### config.mk
export PLATFORM = sky130hd
export DESIGN_NAME = retire_stage
export DESIGN_NICKNAME = d
export VERILOG_FILES = /design/src/rtl/retire_stage_pkg.sv /design/src/rtl/retire_stage_select.sv /design/src/rtl/retire_stage.sv
export SDC_FILE = /design/constraint.sdc
export NUM_CORES = 1
export LEC_CHECK = 0
export ABC_AREA = 0
export CAP_MARGIN = 30
export CORE_UTILIZATION = 25
export CTS_BUF_LIST = sky130_fd_sc_hd__clkbuf_8
export CTS_CLUSTER_SIZE = 20
export DETAILED_ROUTE_END_ITERATION = 10
export PLACE_DENSITY_LB_ADDON = 0.25
export SYNTH_ARGS = -nofsm -noshare
export SYNTH_HDL_FRONTEND = slang
export SYNTH_HIERARCHICAL = 1
export SYNTH_SLANG_ARGS = --single-unit
### constraint.sdc
create_clock -name clk -period 4.9 [get_ports clk]
set_clock_uncertainty 0.05 [all_clocks]
set_input_delay 0.735 -clock clk [delete_from_list [all_inputs] [get_ports clk]]
set_output_delay 0.735 -clock clk [all_outputs]
set_load 0.02 [all_outputs]
### src/rtl/retire_stage_pkg.sv
// Shared types and constants for the retire stage and its head-window selector.
package retire_stage_pkg;

  localparam int unsigned RETIRE_WIDTH = 3;
  localparam int unsigned PREG_W       = 6;
  localparam int unsigned AREG_W       = 5;
  localparam int unsigned XLEN         = 32;
  localparam int unsigned CNT_W        = $clog2(RETIRE_WIDTH + 1);
  localparam int unsigned RCOUNT_W     = 64;

  // One ROB entry as seen by the retire stage.
  typedef struct packed {
    logic              valid;
    logic              completed;
    logic [XLEN-1:0]   PC;
    logic [PREG_W-1:0] Tnew;
    logic [PREG_W-1:0] Told;
    logic [AREG_W-1:0] arch_dest;
    logic              is_store;
    logic              halt;
    logic              precise_state_need;
    logic [XLEN-1:0]   cs_retire_pc;
  } ROB_ENTRY_PACKET;

  typedef enum logic [1:0] {
    RS_NORMAL = 2'd0,
    RS_SQUASH = 2'd1,
    RS_DRAIN  = 2'd2,
    RS_HALTED = 2'd3
  } retire_state_e;

  // Why the retire group ended where it did this cycle.
  typedef enum logic [2:0] {
    TR_NONE     = 3'd0,
    TR_IDLE     = 3'd1,
    TR_NOT_DONE = 3'd2,
    TR_STORE    = 3'd3,
    TR_SQUASH   = 3'd4,
    TR_HALT     = 3'd5
  } trunc_e;

endpackage

### src/rtl/retire_stage_select.sv
// Combinational in-order prefix selection over the ROB head window.
module retire_select
  import retire_stage_pkg::*;
(
  input  logic                               i_enable,
  input  logic                               i_sq_ready,
  input  ROB_ENTRY_PACKET [RETIRE_WIDTH-1:0] i_entry,
  output logic [RETIRE_WIDTH-1:0]            o_mask_c,
  output logic [CNT_W-1:0]                   o_cnt_c,
  output trunc_e                             o_reason_c,
  output logic [XLEN-1:0]                    o_redirect_pc_c
);

  logic w_open;
  logic w_store_seen;
  logic w_unused_fields;

  // Walk oldest to youngest; the first slot that cannot retire closes the group.
  always_comb begin
    o_mask_c        = '0;
    o_cnt_c         = '0;
    o_reason_c      = i_enable ? TR_NONE : TR_IDLE;
    o_redirect_pc_c = '0;
    w_open          = i_enable;
    w_store_seen    = 1'b0;
    for (int i = 0; i < RETIRE_WIDTH; i++) begin
      if (w_open) begin
        if (!(i_entry[i].valid && i_entry[i].completed)) begin
          w_open     = 1'b0;
          o_reason_c = TR_NOT_DONE;
        end else if (i_entry[i].is_store && (w_store_seen || !i_sq_ready)) begin
          // Only one store may leave per cycle, and only when the SQ accepts it.
          w_open     = 1'b0;
          o_reason_c = TR_STORE;
        end else begin
          o_mask_c[i] = 1'b1;
          o_cnt_c     = CNT_W'(i + 1);
          if (i_entry[i].is_store) begin
            w_store_seen = 1'b1;
          end
          // Halt takes priority over a redirect on the same entry.
          if (i_entry[i].halt) begin
            w_open     = 1'b0;
            o_reason_c = TR_HALT;
          end else if (i_entry[i].precise_state_need) begin
            w_open          = 1'b0;
            o_reason_c      = TR_SQUASH;
            o_redirect_pc_c = i_entry[i].cs_retire_pc;
          end
        end
      end
    end
  end

  // Payload fields are consumed by the parent, not by the selector.
  always_comb begin
    w_unused_fields = 1'b0;
    for (int i = 0; i < RETIRE_WIDTH; i++) begin
      w_unused_fields = w_unused_fields ^ (^{i_entry[i].PC, i_entry[i].Tnew,
                                             i_entry[i].Told, i_entry[i].arch_dest});
    end
  end

endmodule

### src/rtl/retire_stage.sv
// Retire stage: commits up to RETIRE_WIDTH head entries per cycle and drives
// freelist, map table, store queue and fetch-redirect updates.
module retire_stage
  import retire_stage_pkg::*;
(
  input  logic                                  clk,
  input  logic                                  rst_n,
  input  ROB_ENTRY_PACKET [RETIRE_WIDTH-1:0]    rob_head_entry,
  input  logic                                  sq_retire_ready,
  output logic [CNT_W-1:0]                      rs_retire_cnt,
  output logic [RETIRE_WIDTH-1:0]               fl_release_valid,
  output logic [RETIRE_WIDTH-1:0][PREG_W-1:0]   fl_release_preg,
  output logic [RETIRE_WIDTH-1:0]               amt_wr_valid,
  output logic [RETIRE_WIDTH-1:0][AREG_W-1:0]   amt_wr_areg,
  output logic [RETIRE_WIDTH-1:0][PREG_W-1:0]   amt_wr_preg,
  output logic                                  sq_retire_valid,
  output logic                                  fch_rec_enable,
  output logic [XLEN-1:0]                       fch_rec_pc,
  output logic                                  halted,
  output logic [RCOUNT_W-1:0]                   retired_count
);

  retire_state_e r_state;
  retire_state_e w_state_nxt;

  logic                                w_sel_enable;
  logic [RETIRE_WIDTH-1:0]             w_sel_mask;
  logic [CNT_W-1:0]                    w_sel_cnt;
  trunc_e                              w_sel_reason;
  logic [XLEN-1:0]                     w_sel_redirect_pc;

  logic                                w_rec_en_nxt;
  logic [XLEN-1:0]                     w_rec_pc_nxt;
  logic                                w_halted_nxt;

  logic [RETIRE_WIDTH-1:0]             w_fl_valid_nxt;
  logic [RETIRE_WIDTH-1:0][PREG_W-1:0] w_fl_preg_nxt;
  logic [RETIRE_WIDTH-1:0]             w_amt_valid_nxt;
  logic [RETIRE_WIDTH-1:0][AREG_W-1:0] w_amt_areg_nxt;
  logic [RETIRE_WIDTH-1:0][PREG_W-1:0] w_amt_preg_nxt;
  logic                                w_sq_valid_nxt;

  // Retirement is only open in NORMAL and never while reset is held.
  assign w_sel_enable  = rst_n && (r_state == RS_NORMAL);
  assign rs_retire_cnt = w_sel_cnt;

  retire_select u_select (
    .i_enable        (w_sel_enable),
    .i_sq_ready      (sq_retire_ready),
    .i_entry         (rob_head_entry),
    .o_mask_c        (w_sel_mask),
    .o_cnt_c         (w_sel_cnt),
    .o_reason_c      (w_sel_reason),
    .o_redirect_pc_c (w_sel_redirect_pc)
  );

  // State register.
  always_ff @(posedge clk or negedge rst_n) begin
    if (!rst_n) begin
      r_state <= RS_NORMAL;
    end else begin
      r_state <= w_state_nxt;
    end
  end

  // Next state plus redirect/halt flags for the output registers.
  always_comb begin
    w_state_nxt  = r_state;
    w_rec_en_nxt = 1'b0;
    w_rec_pc_nxt = '0;
    w_halted_nxt = 1'b0;
    case (r_state)
      RS_NORMAL: begin
        if (w_sel_reason == TR_HALT) begin
          w_state_nxt  = RS_HALTED;
          w_halted_nxt = 1'b1;
        end else if (w_sel_reason == TR_SQUASH) begin
          w_state_nxt  = RS_SQUASH;
          w_rec_en_nxt = 1'b1;
          w_rec_pc_nxt = w_sel_redirect_pc;
        end
      end
      RS_SQUASH: w_state_nxt = RS_DRAIN;
      RS_DRAIN:  w_state_nxt = RS_NORMAL;
      RS_HALTED: begin
        w_state_nxt  = RS_HALTED;
        w_halted_nxt = 1'b1;
      end
      default:   w_state_nxt = RS_NORMAL;
    endcase
  end

  // Per-slot freelist/map/store updates for the retiring prefix; x0 writes nothing.
  always_comb begin
    w_fl_valid_nxt  = '0;
    w_fl_preg_nxt   = '0;
    w_amt_valid_nxt = '0;
    w_amt_areg_nxt  = '0;
    w_amt_preg_nxt  = '0;
    w_sq_valid_nxt  = 1'b0;
    for (int i = 0; i < RETIRE_WIDTH; i++) begin
      if (w_sel_mask[i]) begin
        if (rob_head_entry[i].arch_dest != '0) begin
          w_fl_valid_nxt[i]  = 1'b1;
          w_fl_preg_nxt[i]   = rob_head_entry[i].Told;
          w_amt_valid_nxt[i] = 1'b1;
          w_amt_areg_nxt[i]  = rob_head_entry[i].arch_dest;
          w_amt_preg_nxt[i]  = rob_head_entry[i].Tnew;
        end
        if (rob_head_entry[i].is_store) begin
          w_sq_valid_nxt = 1'b1;
        end
      end
    end
  end

  // Registered commit strobes, redirect pulse, halt flag and retired counter.
  always_ff @(posedge clk or negedge rst_n) begin
    if (!rst_n) begin
      fl_release_valid <= '0;
      fl_release_preg  <= '0;
      amt_wr_valid     <= '0;
      amt_wr_areg      <= '0;
      amt_wr_preg      <= '0;
      sq_retire_valid  <= 1'b0;
      fch_rec_enable   <= 1'b0;
      fch_rec_pc       <= '0;
      halted           <= 1'b0;
      retired_count    <= '0;
    end else begin
      fl_release_valid <= w_fl_valid_nxt;
      fl_release_preg  <= w_fl_preg_nxt;
      amt_wr_valid     <= w_amt_valid_nxt;
      amt_wr_areg      <= w_amt_areg_nxt;
      amt_wr_preg      <= w_amt_preg_nxt;
      sq_retire_valid  <= w_sq_valid_nxt;
      fch_rec_enable   <= w_rec_en_nxt;
      fch_rec_pc       <= w_rec_pc_nxt;
      halted           <= w_halted_nxt;
      retired_count    <= retired_count + RCOUNT_W'(w_sel_cnt);
    end
  end

endmodule

Word-level counts from Yosys, hierarchy flattened
Cells that the tools add are included.
- add/subtract/negate cells: 1
- equality and inequality tests: 6
- mux-type cells: 107
- reduce and logical (&&, ||, !) cells: 14
- operators by type and width (cell ; number):
    2-to-1 mux 32 bit ; 18
    2-to-1 mux 6 bit ; 12
    adder 64 x 2 -> 64 bit ; 1
    2-to-1 mux 3 bit ; 15
    2-to-1 mux 1 bit ; 44
    2-to-1 mux 5 bit ; 6
    2-to-1 mux 2 bit ; 10
    nonzero test 5 bit ; 3
    case mux 2 bit (4 select lines) ; 1
    logical AND 1 bit ; 7
    equality test 3 bit (second input constant) ; 2
    equality test 2 bit (second input constant) ; 2
    != test 3 x 1 -> 1 bit (second input constant) ; 1
    equality test 2 x 1 -> 1 bit (second input constant) ; 1
    logical NOT 2 bit ; 1
    logical OR 1 bit ; 2
    case mux 1 bit (2 select lines) ; 1
    logical NOT 1 bit ; 1
- register bits after elaboration: 155
- output and inout port bits: 158

Logic depth before layout (Yosys ltp)
Gate-level depths: netlist (run 1).
- depth in word-level cells: 22
- mapped depth: 17

Hierarchy
Netlist (run 1), hierarchy kept.
- by module, submodules not included (module ; instances ; cells an instance ; area an instance (um^2) ; seq. area each (um^2)):
    retire_stage ; 1 ; 500 ; 6078.3 ; 3878.7
    retire_select ; 1 ; 147 ; 907.1 ; 0.0

Worst setup path after synthesis (run 1)
OpenSTA, ideal clock, no wires.
- path kind: input -> register
- from: input rst_n
- to: register retired_count[38]
- setup time: 0.080 ns
- data arrival time: 4.011 ns
- required time: 4.770 ns
- slack: 0.759 ns
- stages on the path: 15
- path buffers: 1
- cell sequence: and2_1 -> nand4_2 -> nand2_2 -> maj3_2 -> or3_2 -> nand2_1 -> ha_1 -> inv_1 -> fa_1 -> nand4b_1 -> nor4_4 -> nand2_1 -> buf_4 -> nor3_1 -> xor2_1
- longest elaborated chain between the ends: 13
- elaborated cells on any way between the ends: 22
- classes of those cells: 1 x add/sub; 16 x mux; 5 x reduce/logical
- RTL lines (what ; RTL line ; source):
    start: declaration ; retire_stage.sv:7 ; input logic rst_n,
    logical AND 1 bit * ; retire_stage.sv:44 ; assign w_sel_enable = rst_n && (r_state == RS_NORMAL);
    2-to-1 mux 1 bit ; retire_stage_select.sv:27 ; if (w_open) begin
    logical OR 1 bit ; retire_stage_select.sv:31 ; end else if (i_entry[i].is_store && (w_store_seen || !i_sq_ready)) begin
    logical AND 1 bit ; retire_stage_select.sv:31 ;
    2-to-1 mux 1 bit ; retire_stage_select.sv:31 ;
    2-to-1 mux 1 bit ; retire_stage_select.sv:28 ; if (!(i_entry[i].valid && i_entry[i].completed)) begin
    2-to-1 mux 1 bit ; retire_stage_select.sv:27 ;
    logical OR 1 bit ; retire_stage_select.sv:31 ;
    logical AND 1 bit ; retire_stage_select.sv:31 ;
    2-to-1 mux 2 bit ; retire_stage_select.sv:31 ;
    2-to-1 mux 2 bit ; retire_stage_select.sv:28 ;
    2-to-1 mux 2 bit * ; retire_stage_select.sv:27 ;
    via rs_retire_cnt[0] ; retire_stage.sv:10 ; output logic [CNT_W-1:0] rs_retire_cnt,
    adder 64 x 2 -> 64 bit * ; retire_stage.sv:140 ; retired_count <= retired_count + RCOUNT_W'(w_sel_cnt);
    end signal: assignment ; retire_stage.sv:140 ;
    end: declaration ; retire_stage.sv:20 ; output logic [RCOUNT_W-1:0] retired_count
Mark *: on every way through the listed nets, which the timed path passes. The rest lies on a longest branch.
A chain may end at the register's enable or synchronous reset.

Worst setup path in the final report (run 1)
- from: register r_state[0]
- to: register retired_count[60]
- longest elaborated chain between the ends: 14
- elaborated cells on any way between the ends: 23
- classes of those cells: 1 x add/sub; 16 x mux; 6 x reduce/logical
- RTL lines (what ; RTL line ; source):
    start: declaration ; retire_stage.sv:23 ; retire_state_e r_state;
    start signal: assignment ; retire_stage.sv:62 ; r_state <= w_state_nxt;
    logical NOT 2 bit * ; retire_stage.sv:44 ;
    logical AND 1 bit * ; retire_stage.sv:44 ;
    via w_sel_enable ; retire_stage.sv:26 ; logic w_sel_enable;
    2-to-1 mux 1 bit ; retire_stage_select.sv:27 ;
    logical OR 1 bit ; retire_stage_select.sv:31 ;
    logical AND 1 bit ; retire_stage_select.sv:31 ;
    2-to-1 mux 1 bit ; retire_stage_select.sv:31 ;
    2-to-1 mux 1 bit ; retire_stage_select.sv:28 ;
    2-to-1 mux 1 bit ; retire_stage_select.sv:27 ;
    logical OR 1 bit ; retire_stage_select.sv:31 ;
    logical AND 1 bit ; retire_stage_select.sv:31 ;
    2-to-1 mux 2 bit ; retire_stage_select.sv:31 ;
    2-to-1 mux 2 bit ; retire_stage_select.sv:28 ;
    2-to-1 mux 2 bit * ; retire_stage_select.sv:27 ;
    adder 64 x 2 -> 64 bit * ; retire_stage.sv:140 ;
Marked as above.

==> results of run 1 <==
-- registers in the layout (all words and copies together), names as in the netlist --
signal and cells:
amt_wr_areg 15, amt_wr_preg 18, amt_wr_valid 3, fch_rec_enable 1, fch_rec_pc 32, fl_release_preg 18
halted 1, r_state 2, retired_count 64, sq_retire_valid 1
-- metal layers --
metal  track usage (%)  vias up
met5                 0        -
met4              4.11        2
met3              5.83       20
met2              27.2      237
met1              18.1     2873
li1                  -     2844
-- logic make-up (layout without fill, tap and decap cells) --
family	Yosys count	after routing	share of synthesized area (%)
buffers and inverters	68	410	4.59
AND/OR/NAND/NOR	270	270	22.6
flip-flops	155	155	55.5
AO/OA/AOI/OAI	85	85	8.17
adder cells (fa/ha/maj)	7	7	1.34
XOR/XNOR	62	62	7.77
-- cell usage after synthesis (3+ instances only) --
| library cell | count |
|---|---|
| and2_1 | 85 |
| buf_2 | 4 |
| xor2_1 | 39 |
| nor2_1 | 44 |
| buf_4 | 4 |
| clkbuf_1 | 9 |
| nand4_1 | 19 |
| inv_1 | 45 |
| nand4_2 | 3 |
| ha_1 | 5 |
| nand2_1 | 34 |
| or3_1 | 3 |
| o21a_1 | 4 |
| or4_1 | 3 |
| nand3_1 | 27 |
| nand2b_1 | 4 |
| buf_6 | 6 |
| a22oi_1 | 32 |
| nor4_4 | 3 |
| nor4_1 | 4 |
| o21ai_0 | 5 |
| o21ai_2 | 6 |
| xnor2_1 | 23 |
| dfrtp_1 | 155 |
| nor3_1 | 21 |
| o21ai_1 | 24 |
| a21oi_1 | 5 |
-- power by group --
group | internal, uW | switching, uW
combinational | 122 | 59.1
clock | 563 | 494
sequential | 1280 | 0
-- worst paths after layout --
kind | startpoint | end | slack [ns] | depth (start not counted)
worst max-delay path | r_state[0] | retired_count[60] | 0.47 | 17
worst min-delay path | rst_n | retired_count[15] | 0.30 | 2
worst max register to register | r_state[0] | retired_count[60] | 0.47 | 17
worst min register to register | retired_count[63] | retired_count[63] | 0.42 | 1
max in group asynchronous | rst_n | retired_count[45] | 2.53 | 4
min in group clk | retired_count[63] | retired_count[63] | 0.42 | 1
-- through the flow --
stage	instance area (um2)	worst slack [ns]	instances	utilization [%]	hold WS [ns]
after floorplan	6990	0.759	647	-	0.389
after global placement	10600	0.245	1329	39.1	0.413
after detailed placement	10600	0.191	1329	39.1	0.408
after CTS	11000	0.469	1361	40.6	0.288
after global routing	11000	0.117	1361	40.6	0.298
final	11000	0.473	1361	40.6	0.300
-- cell type report --
type | instances | area, um2
fillers | 2747 | 16100
well taps | 372 | 465
clock buffers | 18 | 248
repair buffers | 333 | 3310
flip-flops and latches | 155 | 3880
inverters | 45 | 169
multi-input cells | 424 | 2800
clock inverters | 14 | 180
-- worst register-to-register path, delay by kind of cell, from the launching register on --
kind                       cells  cell delay (ns)
xor gates and xnor gates       1             0.17
buffers and inverters          3             0.32
and+or+nand+nor                9             2.16
DFF                            1             0.41
adders and majority gates      4             1.24
==> impl_metrics.toml, run 1 <==
[worst_setup_path]
path_buf_inv = 3
path_class = "register to register"
worstPathRequired_ns = 5.21
cp_top_family = "simple AND/OR/NAND/NOR gates"
cp_cell_sequence = "inv_1 -> ha_1 -> and2_1 -> nand4_2 -> nand2_2 -> maj3_2 -> or3_2 -> nand2_1 -> ha_1 -> inv_1 -> fa_1 -> nand4b_1 -> nor4_4 -> nand2_1 -> buf_4 -> nor4_1 -> xor2_1"
cp-end-kind = "register"
cp_max_fo = 13
cp-start-kind = "register"
crit_path_top_delay_cell = "or3_2"
crit_path_max_incr_delay_ns = 0.51
arrival_ns = 4.74

[yosys]
ys_async_sr_fraction_pct = 100
synthCells = 647
synth_top_area_share_pct = 55.5
syn_nets = 914
ys_top_cells_by_area = "dfrtp_1 56%, and2_1 7.6%, xor2_1 4.9%"
ys_ff_latch = 155
synth_top_cell_by_area = "dfrtp_1"
synth_edf_count = 0
yosysWarnings = 6
seq_area_frac_synth_pct = 55.5
syn-cell-area_mm2 = 0.00699
synth_cell_types = 53
synth_flop_cell = "dfrtp_1"
avgSynthCellArea_um2 = 10.8

[floorplan]
die_area_mm2 = 0.0286
die_y_um = 169
placementRows = 60
initial_core_util_pct = 25.7
ios = 419
fp.dieW_um = 169
core_mm2 = 0.0272

[status]
status = "completed"

[place]
port_buffers = 322
globalplace.congestion = 0.863
dp_hpwl_mm = 16.9

[global_routing]
antenna_found_initial = 1
grt_usage_pct = 15.7
grt_max_degree = 68
overflow = 0
grt_pass1_vias = 6110
grt_pass1_wl_mm = 34.3

[detailed_routing]
firstDrtPassIters = 5
routed.top_layer = "met5"
wl_met3_mm = 1.84
drt-initial-drc-count = 411
wl_met2_mm = 10.9
ant_nets = 0
drc = 0
vias_per_cell = 4.39
routedWlPerCell_um = 16.0
finalWirelength_mm = 21.7
vias = 5976
wl_met1_mm = 8.70

[clock_tree]
path_clk_slew_ns = 0.09
clock-sinks = 155
cts-root-buf = "clkbuf_8"
cts_resized = 0
cts-hold-fix-buffers = 0
cts_inserted_buffers = 17
clk_latency_ns = 0.44
clockBufferDepth = 2
post_cts_buffers = 0
cts_tree = "yes"
htreeDepth = 4

[min_path]
hold_class = "primary input to asynchronous set/reset pin"

[final_layout]
area_growth_pct = 58.1
layout_commonest_cell = "clkdlybuf4s50_1"
most-common-layout-cells = "321 x clkdlybuf4s50_1, 155 x dfrtp_1, 85 x and2_1, 48 x inv_1, 43 x nor2_1"
antennaDiodeCount = 0
nets = 1243
drive_gt1_share_pct = 6.77

[sta]
setup_viol = 0
drv_slew = 0
worstMarginPinSlew_ns = 0.897
maxSlewHeadroom_pct = 40.2
fmax_ghz = 0.226
rsz0062_at_grt = "false"
min_period_over_period_pct = 90.3
hold_viol = 0
setup_tns_ns = 0
period_minus_slack_ns = 4.43

[power]
p_per_area_mw_per_mm2 = 228
design_power_total_uw = 2520
vdd_drop_max_uv = 137
power.leakage_uw = 0.00493

[flow_run]
drv_cap = 0
Power figures use the tool's default switching activity.
==> run 2, diff against run 1 <==
--- a/config.mk
+++ b/config.mk
@@ -6,11 +6,12 @@
 export NUM_CORES = 1
 export LEC_CHECK = 0
 export ABC_AREA = 0
-export CAP_MARGIN = 30
+export CAP_MARGIN = 20
 export CORE_UTILIZATION = 25
 export CTS_BUF_LIST = sky130_fd_sc_hd__clkbuf_8
 export CTS_CLUSTER_SIZE = 20
 export DETAILED_ROUTE_END_ITERATION = 10
+export MAX_ROUTING_LAYER = met4
 export PLACE_DENSITY_LB_ADDON = 0.25
 export SYNTH_ARGS = -nofsm -noshare
 export SYNTH_HDL_FRONTEND = slang
==> run 2 against run 1 <==
Net effect: sequential share of layout area barely moved; critical path depth did not move; largest cell class unchanged; core utilization barely moved; via count fell by 0.44%; die area did not move; register-to-register slack barely moved; global-route usage rose by 0.45 points; total power barely moved; combinational power barely moved.
==> impl_metrics.toml, run 2 (synthesis gave the netlist of run 1 again) <==
[clock_tree]
cts_resized = 0
cts_tree = "yes"
cts_inserted_buffers = 17
clockBufferDepth = 2
clk_latency_ns = 0.45
cts-root-buf = "clkbuf_8"
path_clk_slew_ns = 0.10
clock-sinks = 155
htreeDepth = 4
post_cts_buffers = 0
cts-hold-fix-buffers = 0

[worst_setup_path]
path_class = "register to register"
cp-end-kind = "register"
arrival_ns = 4.76
worstPathRequired_ns = 5.22
cp-start-kind = "register"
rr_worst_depth = 17
r2r_end = "retired_count[56]"
cp_max_fo = 13
r2r-start = "r_state[0]"
reg2reg_setup_slack_ns = 0.46

[sta]
rsz0062_at_grt = "false"
hold_slack_ns = 0.298
timing.final.ws_setup_ns = 0.463
min_period_over_period_pct = 90.6
hold_viol = 0
fmax_ghz = 0.225
setup_viol = 0
drv_slew = 0
maxSlewHeadroom_pct = 39.7
setup_tns_ns = 0
worstMarginPinSlew_ns = 0.905
period_minus_slack_ns = 4.44

[place]
dp_hpwl_mm = 16.9
place_ws_ns = 0.191
globalplace.congestion = 0.877
port_buffers = 322

[final_layout]
regMostFlops = "retired_count"
largestRegisters = "retired_count: 64 flops, fch_rec_pc: 32 flops"
nets = 1243
layout_commonest_cell = "clkdlybuf4s50_1"
multiInputGateArea_mm2 = 0.00280
fillers = 2746
most-common-layout-cells = "321 x clkdlybuf4s50_1, 155 x dfrtp_1, 85 x and2_1, 48 x inv_1, 43 x nor2_1"
drive_gt1_share_pct = 6.77
area_growth_pct = 58.2
seqCellArea_mm2 = 0.00388
largest_register_ffs = 64

[global_routing]
grt_usage_pct = 16.1
grt_pass1_wl_mm = 34.2
overflow = 0
grt_pass1_vias = 6155
antenna_found_initial = 1
grt_max_degree = 68

[detailed_routing]
drt-initial-drc-count = 438
routedWlPerCell_um = 16.0
drc = 0
firstDrtPassIters = 5
finalWirelength_mm = 21.7
vias = 5950
vias_per_cell = 4.37
ant_nets = 0

[floorplan]
placementRows = 60
fp.dieW_um = 169
initial_core_util_pct = 25.7
die_area_mm2 = 0.0286
core_mm2 = 0.0272
die_y_um = 169
ios = 419

[min_path]
hold_class = "primary input to asynchronous set/reset pin"

[power]
power.leakage_uw = 0.00493
design_power_total_uw = 2520
p_per_area_mw_per_mm2 = 228
vdd_drop_max_uv = 137

[flow_run]
drv_cap = 0

[status]
status = "completed"
run 2: cell count changes in the layout (fill, tap and decap cells not counted):
cell and change:
diode_2 +1
run 2: area by class of cell:
type | instances | share of cell area [%]
clock buffers | 18 | 2.24
flip-flops and latches | 155 | 35.1
multi-input cells | 424 | 25.3
inverters | 45 | 1.53
well taps | 372 | 4.21
repair buffers | 333 | 29.9
diodes | 1 | 0.0227
clock inverters | 14 | 1.63
run 2: through the flow:
step	utilization [%]	instance area, um2	cells
after floorplan	-	6990	647
after global placement	39.1	10600	1329
after detailed placement	39.1	10600	1329
after CTS	40.6	11000	1361
after global routing	40.7	11000	1362
final	40.7	11000	1362
run 2: worst max-delay path, stage by stage (launching register included):
cell      delay [ns]
dfrtp_1         0.41
inv_1           0.06
ha_1            0.27
and2_1          0.23
nand4_2         0.13
nand2_2         0.09
maj3_2          0.32
or3_2           0.51
nand2_1         0.15
ha_1            0.18
inv_1           0.05
fa_1            0.46
nand4b_1        0.30
nor4_4          0.30
nand2_1         0.08
buf_4           0.21
nor4_1          0.37
xor2_1          0.17
run 2: worst max path at each step:
stage,from,to,cells after the start
2_1_floorplan,rst_n,retired_count[38],15
3_3_place_gp,rob_head_entry[34],retired_count[46],14
3_5_place_dp,rob_head_entry[34],retired_count[56],15
4_1_cts,r_state[0],retired_count[56],17
5_1_grt,r_state[0],retired_count[46],16
6_report,r_state[0],retired_count[56],17
run 2: where the power goes:
part / switching [uW] / total (uW) / internal, uW
registers: 0 / 1280 / 1280
logic: 59.3 / 181 / 122
clock network: 495 / 1060 / 563
total: 555 / 2520 / 1960
run 2: metal layers:
| layer | part of all wire [%] | global-route usage [%] | routed length [um] |
|---|---|---|---|
| met1 | 41 | 18.3 | 8920 |
| met2 | 50 | 27.2 | 10900 |
| met3 | 7.4 | 5.32 | 1600 |
| met4 | 1.3 | 4.11 | 282 |
| met5 | 0 | - | 0 |
